==> config.mk <==
export PLATFORM = sky130hd
export DESIGN_NAME = ysyx_22051468_pc_gen
export DESIGN_NICKNAME = d
export VERILOG_FILES = /design/src/rtl/ysyx_22051468_pkg.sv /design/src/rtl/ysyx_22051468_pc_gen.sv
export SDC_FILE = /design/constraint.sdc
export NUM_CORES = 1
export LEC_CHECK = 0
export ABC_CLOCK_PERIOD_IN_PS = 5400
export BUFFER_PORTS_ARGS = -buffer_cell sky130_fd_sc_hd__buf_2
export CAP_MARGIN = 40
export CORE_ASPECT_RATIO = 1.25
export CORE_UTILIZATION = 58
export DETAILED_ROUTE_END_ITERATION = 8
export PLACE_DENSITY = 0.92
export SYNTH_ARGS = -nofsm -noshare
export SYNTH_HDL_FRONTEND = slang
export SYNTH_SLANG_ARGS = --single-unit
==> constraint.sdc <==
create_clock -name clk -period 5.4 [get_ports clk]
set_input_delay 0.54 -clock clk [delete_from_list [all_inputs] [get_ports clk]]
set_output_delay 0.54 -clock clk [all_outputs]
set_load 0.1 [all_outputs]
==> src/rtl/ysyx_22051468_pkg.sv <==
// ysyx_22051468_pkg
// Shared types and constants for the NPC front-end PC generator.
//   pcg_state_e      : PC generator FSM states (BOOT/RUN/HOLD)
//   INST_BYTES       : sequential fetch stride
//   DEFAULT_RESET_PC : first fetch address after reset
package ysyx_22051468_pkg;

  typedef enum logic [1:0] {
    BOOT = 2'd0,
    RUN  = 2'd1,
    HOLD = 2'd2
  } pcg_state_e;

  localparam int unsigned INST_BYTES       = 4;
  localparam logic [63:0] DEFAULT_RESET_PC = 64'h0000_0000_8000_0000;

endpackage

==> src/rtl/ysyx_22051468_pc_gen.sv <==
// ysyx_22051468_pc_gen
// Program-counter generator for the NPC front end. Presents the fetch PC to
// IF over a valid/ready handshake, advances it by 4 per accepted fetch, and
// redirects on a taken branch/jump resolved in EX. A redirect that arrives
// while IF is stalled is parked in r_pending and the stalled fetch is killed
// when it finally hands off.
//
// Optional feature macro: YSYX_22051468_MISALIGN_TRAP_EN
//   defined   : misaligned redirect targets raise trap_o/trap_tval_o instead
//               of redirecting
//   undefined : target bits [1:0] are cleared, trap outputs tied to 0
//
// Ports
//   clk, rst_n          clock, async active-low reset
//   br_taken_i, jump_i  EX branch taken / unconditional jump
//   ex_valid_i          EX instruction is valid
//   target_i            resolved redirect target
//   if_ready_i          IF accepts pc_o this cycle
//   pc_o, pc_valid_o    fetch PC and its valid
//   flush_o             registered one-cycle flush pulse
//   kill_o              combinational: current handshake fetches wrong path
//   trap_o, trap_tval_o misaligned-target trap pulse and offending target
//
// state | meaning
// BOOT  | reset, no valid PC yet
// RUN   | normal sequential fetch, redirects applied directly
// HOLD  | redirect parked, waiting for the stalled fetch to hand off
module ysyx_22051468_pc_gen
  import ysyx_22051468_pkg::*;
#(
  parameter int               WIDTH    = 64,
  parameter logic [WIDTH-1:0] RESET_PC = DEFAULT_RESET_PC[WIDTH-1:0]
) (
  input  logic             clk,
  input  logic             rst_n,
  input  logic             br_taken_i,
  input  logic             jump_i,
  input  logic             ex_valid_i,
  input  logic [WIDTH-1:0] target_i,
  input  logic             if_ready_i,
  output logic [WIDTH-1:0] pc_o,
  output logic             pc_valid_o,
  output logic             flush_o,
  output logic             kill_o,
  output logic             trap_o,
  output logic [WIDTH-1:0] trap_tval_o
);

  pcg_state_e       r_state;
  logic [WIDTH-1:0] r_pc;
  logic [WIDTH-1:0] r_pending;
  logic             r_pc_valid;
  logic             r_flush;

  logic             w_req;
  logic             w_hs;
  logic             w_misalign;
  logic             w_redirect;
  logic [WIDTH-1:0] w_target;

  assign w_req    = ex_valid_i & (br_taken_i | jump_i);
  assign w_hs     = r_pc_valid & if_ready_i;
  assign w_target = target_i & ~{{(WIDTH-2){1'b0}}, 2'b11};

`ifdef YSYX_22051468_MISALIGN_TRAP_EN
  logic             r_trap;
  logic [WIDTH-1:0] r_tval;

  assign w_misalign  = |target_i[1:0];
  assign trap_o      = r_trap;
  assign trap_tval_o = r_tval;
`else
  assign w_misalign  = 1'b0;
  assign trap_o      = 1'b0;
  assign trap_tval_o = '0;
`endif

  // A misaligned request is treated as no request for the fetch path, so
  // a coinciding handshake still advances the PC sequentially.
  assign w_redirect = w_req & ~w_misalign;

  always_ff @(posedge clk or negedge rst_n) begin
    if (!rst_n) begin
      r_state    <= BOOT;
      r_pc       <= RESET_PC;
      r_pending  <= '0;
      r_pc_valid <= 1'b0;
      r_flush    <= 1'b0;
`ifdef YSYX_22051468_MISALIGN_TRAP_EN
      r_trap     <= 1'b0;
      r_tval     <= '0;
`endif
    end else begin
      r_flush <= 1'b0;
`ifdef YSYX_22051468_MISALIGN_TRAP_EN
      r_trap  <= 1'b0;
`endif
      case (r_state)
        BOOT: begin
          r_state    <= RUN;
          r_pc_valid <= 1'b1;
        end
        RUN: begin
          if (w_redirect && (!r_pc_valid || if_ready_i)) begin
            r_pc    <= w_target;
            r_flush <= 1'b1;
          end else if (w_redirect) begin
            // IF is stalled on pc_o: keep it stable, park the target
            r_pending <= w_target;
            r_flush   <= 1'b1;
            r_state   <= HOLD;
          end else if (w_hs) begin
            r_pc <= r_pc + WIDTH'(INST_BYTES);
          end
`ifdef YSYX_22051468_MISALIGN_TRAP_EN
          if (w_req && w_misalign) begin
            r_trap <= 1'b1;
            r_tval <= target_i;
          end
`endif
        end
        HOLD: begin
          // requests here come from wrong-path instructions and are ignored
          if (w_hs) begin
            r_pc    <= r_pending;
            r_state <= RUN;
          end
        end
        default: r_state <= BOOT;
      endcase
    end
  end

  assign pc_o       = r_pc;
  assign pc_valid_o = r_pc_valid;
  assign flush_o    = r_flush;
  assign kill_o     = w_hs & (((r_state == RUN) & w_redirect) | (r_state == HOLD));

endmodule

==> results.md <==
- The flow ran to the end, and the final reports show no timing, DRC or antenna violations.
- The number of nets still failing antenna checks after routing is 0.
- The hold violation count in the final report is 0.
- The cell repeated most along the worst path is nand2_1.
- The later-pin clock latency in the skew report is 0.43 ns.
- The placed wire-length estimate after detailed placement is 14800 um.
- The first global-routing pass estimated 36300 um of wire.
- The clock-pin slew of the registers on the worst-case setup and hold paths is 0.06 ns.
- The total count of max-transition violations in the final report is 0.
- Detailed routing inserted a total of 7420 vias.
- The synthesized design contains 0 enable-type register cells.
- The layer flagged by global routing as most heavily used is met2.
- TritonCTS built the clock tree.
- The fraction of final layout cells sized beyond drive strength 1 is 0.259.
- The detailed-route vias per instance is 6.52.
- The overall die area is 13900 um2.
- Summed over all failing endpoints, the final setup total negative slack is 0 ns.
- The detailed-route DRC error count is 0.
- The worst-margin pin slew is 0.894 ns.
- The part of the cycle the worst path needs is 0.588.
- The endpoint class of the critical path is a flop.
- For this run, the register share of the synthesized area comes to 0.411.
- The port buffer count is 132.
- The mean area per synthesized cell is 9.25 um2.
- The highest clock rate is 0.315 GHz.
- The tree built by TritonCTS fans out to 128 sinks.
- During synthesis, Yosys emitted a total of 0 warnings.
- The worst hold slack across all endpoints is 0.335 ns.
- The number of standard-cell rows in the floorplan is 47.
- The dominant register cell in the synthesized netlist is dfrtp_1.
- The largest net degree at the start of global routing is 68.
- The floorplan core area is 13200 um2.
- The initial antenna violation count is 1.
- VDD sags by at most 213 uV.
- The area growth from synthesis to layout is 15.1%.
- The reported max-cap violation count is 0.
- TritonCTS created 17 clock buffers.
- Counting flops and latches in the post-synthesis netlist gives 128.
- The library cells used most frequently in the layout, excluding fill and tap cells, are buf_2, dfrtp_1, conb_1.
- The total of endpoints with negative setup slack in the final report is 0.
- The startpoint kind of the worst setup timing path is a flop.
- The arrival time of the worst setup path is 3.54 ns.
- The required time of the critical path is 5.76 ns.
- The library cell used most frequently in the layout, excluding fill and tap cells, is buf_2.
- For this design the static power due to leakage is 4.11 nW.
- On the critical path, the stage with the largest delay is an instance of nor2_1.
- The net count of the finished layout is 1025.
- The number of different library cells used by synthesis comes to 69.
- The average wire per cell in the routed design is 19.8 um.
- The number of search-and-repair iterations in the first detailed-routing pass is 7.
- The cell count after synthesis came out at 843.
- The critical path in this run is classified as flop to flop.
- The global placement routability congestion is 0.970.
- Setup repair after global routing left no endpoint under its margin.
- The signal on the critical path passes through nand2b_1 -> nand2_1 -> nand2_1 -> nor2_1 -> o211ai_1 -> nand4_1.
- The die boundary height is 132 um.
- Measured along the x axis, the die boundary spans 106 um.
- The worst clock skew on the final layout is 0.0138 ns.
- The power density over the cells is 392 nW/um2.
- The number of top-level design ports is 202.
- The maximum clock path buffer count is 2.
- The clock tree root buffer cell is clkbuf_16.
- The maximum fanout along the worst path is 19.
- The class of the tightest hold or removal check is input pin to flop.
- The initial utilization of the core area, before any placement, comes to 0.592.
- Summed over all layers, the routed wires come to 22500 um.
- In the global route stage, met1 resource usage came out at 0.400.
- In the global route stage, met2 resource usage came out at 0.529.
- The via count of the first global-routing pass is 7200.
- The count of routing violations after the opening detailed-route iteration is 857.
- The clock tree synthesis step divided the H-tree into 4 levels.
- The met3 track demand over resource in global routing is 0.0878.
- For this run, the total global-route usage over all layers was measured as 0.332.
- In this run the cell area of the synthesized design comes to 7800 um2.
- Summed over all layers, the global routing overflow is 0.
- For the finished layout, the period the worst path requires is 3.18 ns.
- The delay of the slowest cell on the worst path is 0.78 ns.
- The async set-or-reset flop fraction in the synthesized netlist is 1.00.
- The worst pin sits at a relative slew slack of 0.403.
where the power goes:
group	internal [mW]	total (mW)	switching, mW
combinational	0.182	1.14	0.956
sequential	1.03	1.16	0.130
clock	0.779	1.22	0.439
cell type report:
| type | count | area [um2] |
|---|---|---|
| antenna | 1 | 2.50 |
| clock buffer | 20 | 447 |
| clock inverter | 11 | 164 |
| fill | 1031 | 4200 |
| inverter | 9 | 33.8 |
| multi-input combinational | 653 | 4130 |
| sequential | 128 | 3200 |
| tap | 171 | 214 |
| timing repair buffer | 145 | 781 |
synth_stat cells (4+ instances only):
master	number	area (um2)
a211oi_1	11	82.6
a221o_1	4	40.0
a31oi_1	5	31.3
xnor2_1	24	210
xor2_1	13	114
mux2_2	62	698
inv_1	9	33.8
dfrtp_1	127	3180
nand2_1	65	244
and3_1	24	150
nand2b_1	4	25.0
nand3_1	35	175
mux2i_1	4	40.0
o22ai_1	8	50.1
nor2_1	54	203
buf_4	67	503
a221oi_1	12	105
nand4_1	17	106
nor4_1	15	93.8
buf_1	5	18.8
a21oi_1	60	300
a32oi_1	5	43.8
or4_1	5	37.5
and4_1	8	70.1
o21ai_1	4	20.0
o21ai_0	64	320
nor3_1	20	100
clkbuf_1	44	165
o211ai_1	4	30.0
cell families after synthesis:
logic type,synth area share
AND/OR/NAND/NOR,0.181
AO/OA/AOI/OAI,0.174
flip-flops,0.411
buffers and inverters,0.0959
multiplexers,0.0946
XOR/XNOR,0.0415
adder cells (fa/ha/maj),0.00160
other,0.000481
sequential cells by signal (all words and copies together), names as in the netlist:
| name | count |
|---|---|
| r_pending | 62 |
| pc_valid_o | 1 |
| r_state | 2 |
| flush_o | 1 |
| pc_o | 62 |
through the flow:
| stage | setup slack [ns] | total power [mW] | instances | cell area [um2] | utilization |
|---|---|---|---|---|---|
| finish | 2.22 | 3.52 | 1138 | 8980 | 0.682 |
| global route | 2.06 | 3.61 | 1138 | 8980 | 0.682 |
| CTS | 2.31 | 3.50 | 1137 | 8970 | 0.681 |
| detailed placement | 2.26 | 2.30 | 1105 | 8350 | 0.634 |
| global placement | 2.33 | 2.28 | 1102 | 8310 | 0.631 |
| floorplan | 1.89 | 2.11 | 909 | 8050 | - |
worst paths after layout:
path	from	to	slack, ns	cells past startpoint
worst max-delay path	pc_valid_o	pc_o[35]	2.22	6
worst min-delay path	if_ready_i	r_state[1]	0.33	2
worst max register to register	pc_valid_o	pc_o[35]	2.22	6
worst min register to register	r_pending[45]	r_pending[45]	0.50	1
max in group asynchronous	rst_n	r_pending[8]	4.06	3
min in group asynchronous	rst_n	r_pending[42]	0.55	3
metal layers:
metal / routed length, um / part of all wire
met1: 8360 / 0.37
met2: 11100 / 0.49
met3: 2160 / 0.096
met4: 958 / 0.042
met5: 0 / 0
critical path, delay by kind of cell, from the launching register on:
family,cells,cell delay [ns]
simple gates,5,2.31
compound gates,1,0.23
flops,1,0.57
what timing repair did:
item,in CTS,in global routing
hold endpoints to repair,1,0
hold buffers,1,0
buffers inserted,0,0
resized for setup,0,0
endpoints found under the setup margin,0,0
No activity file was read; power rests on OpenSTA's default activity.
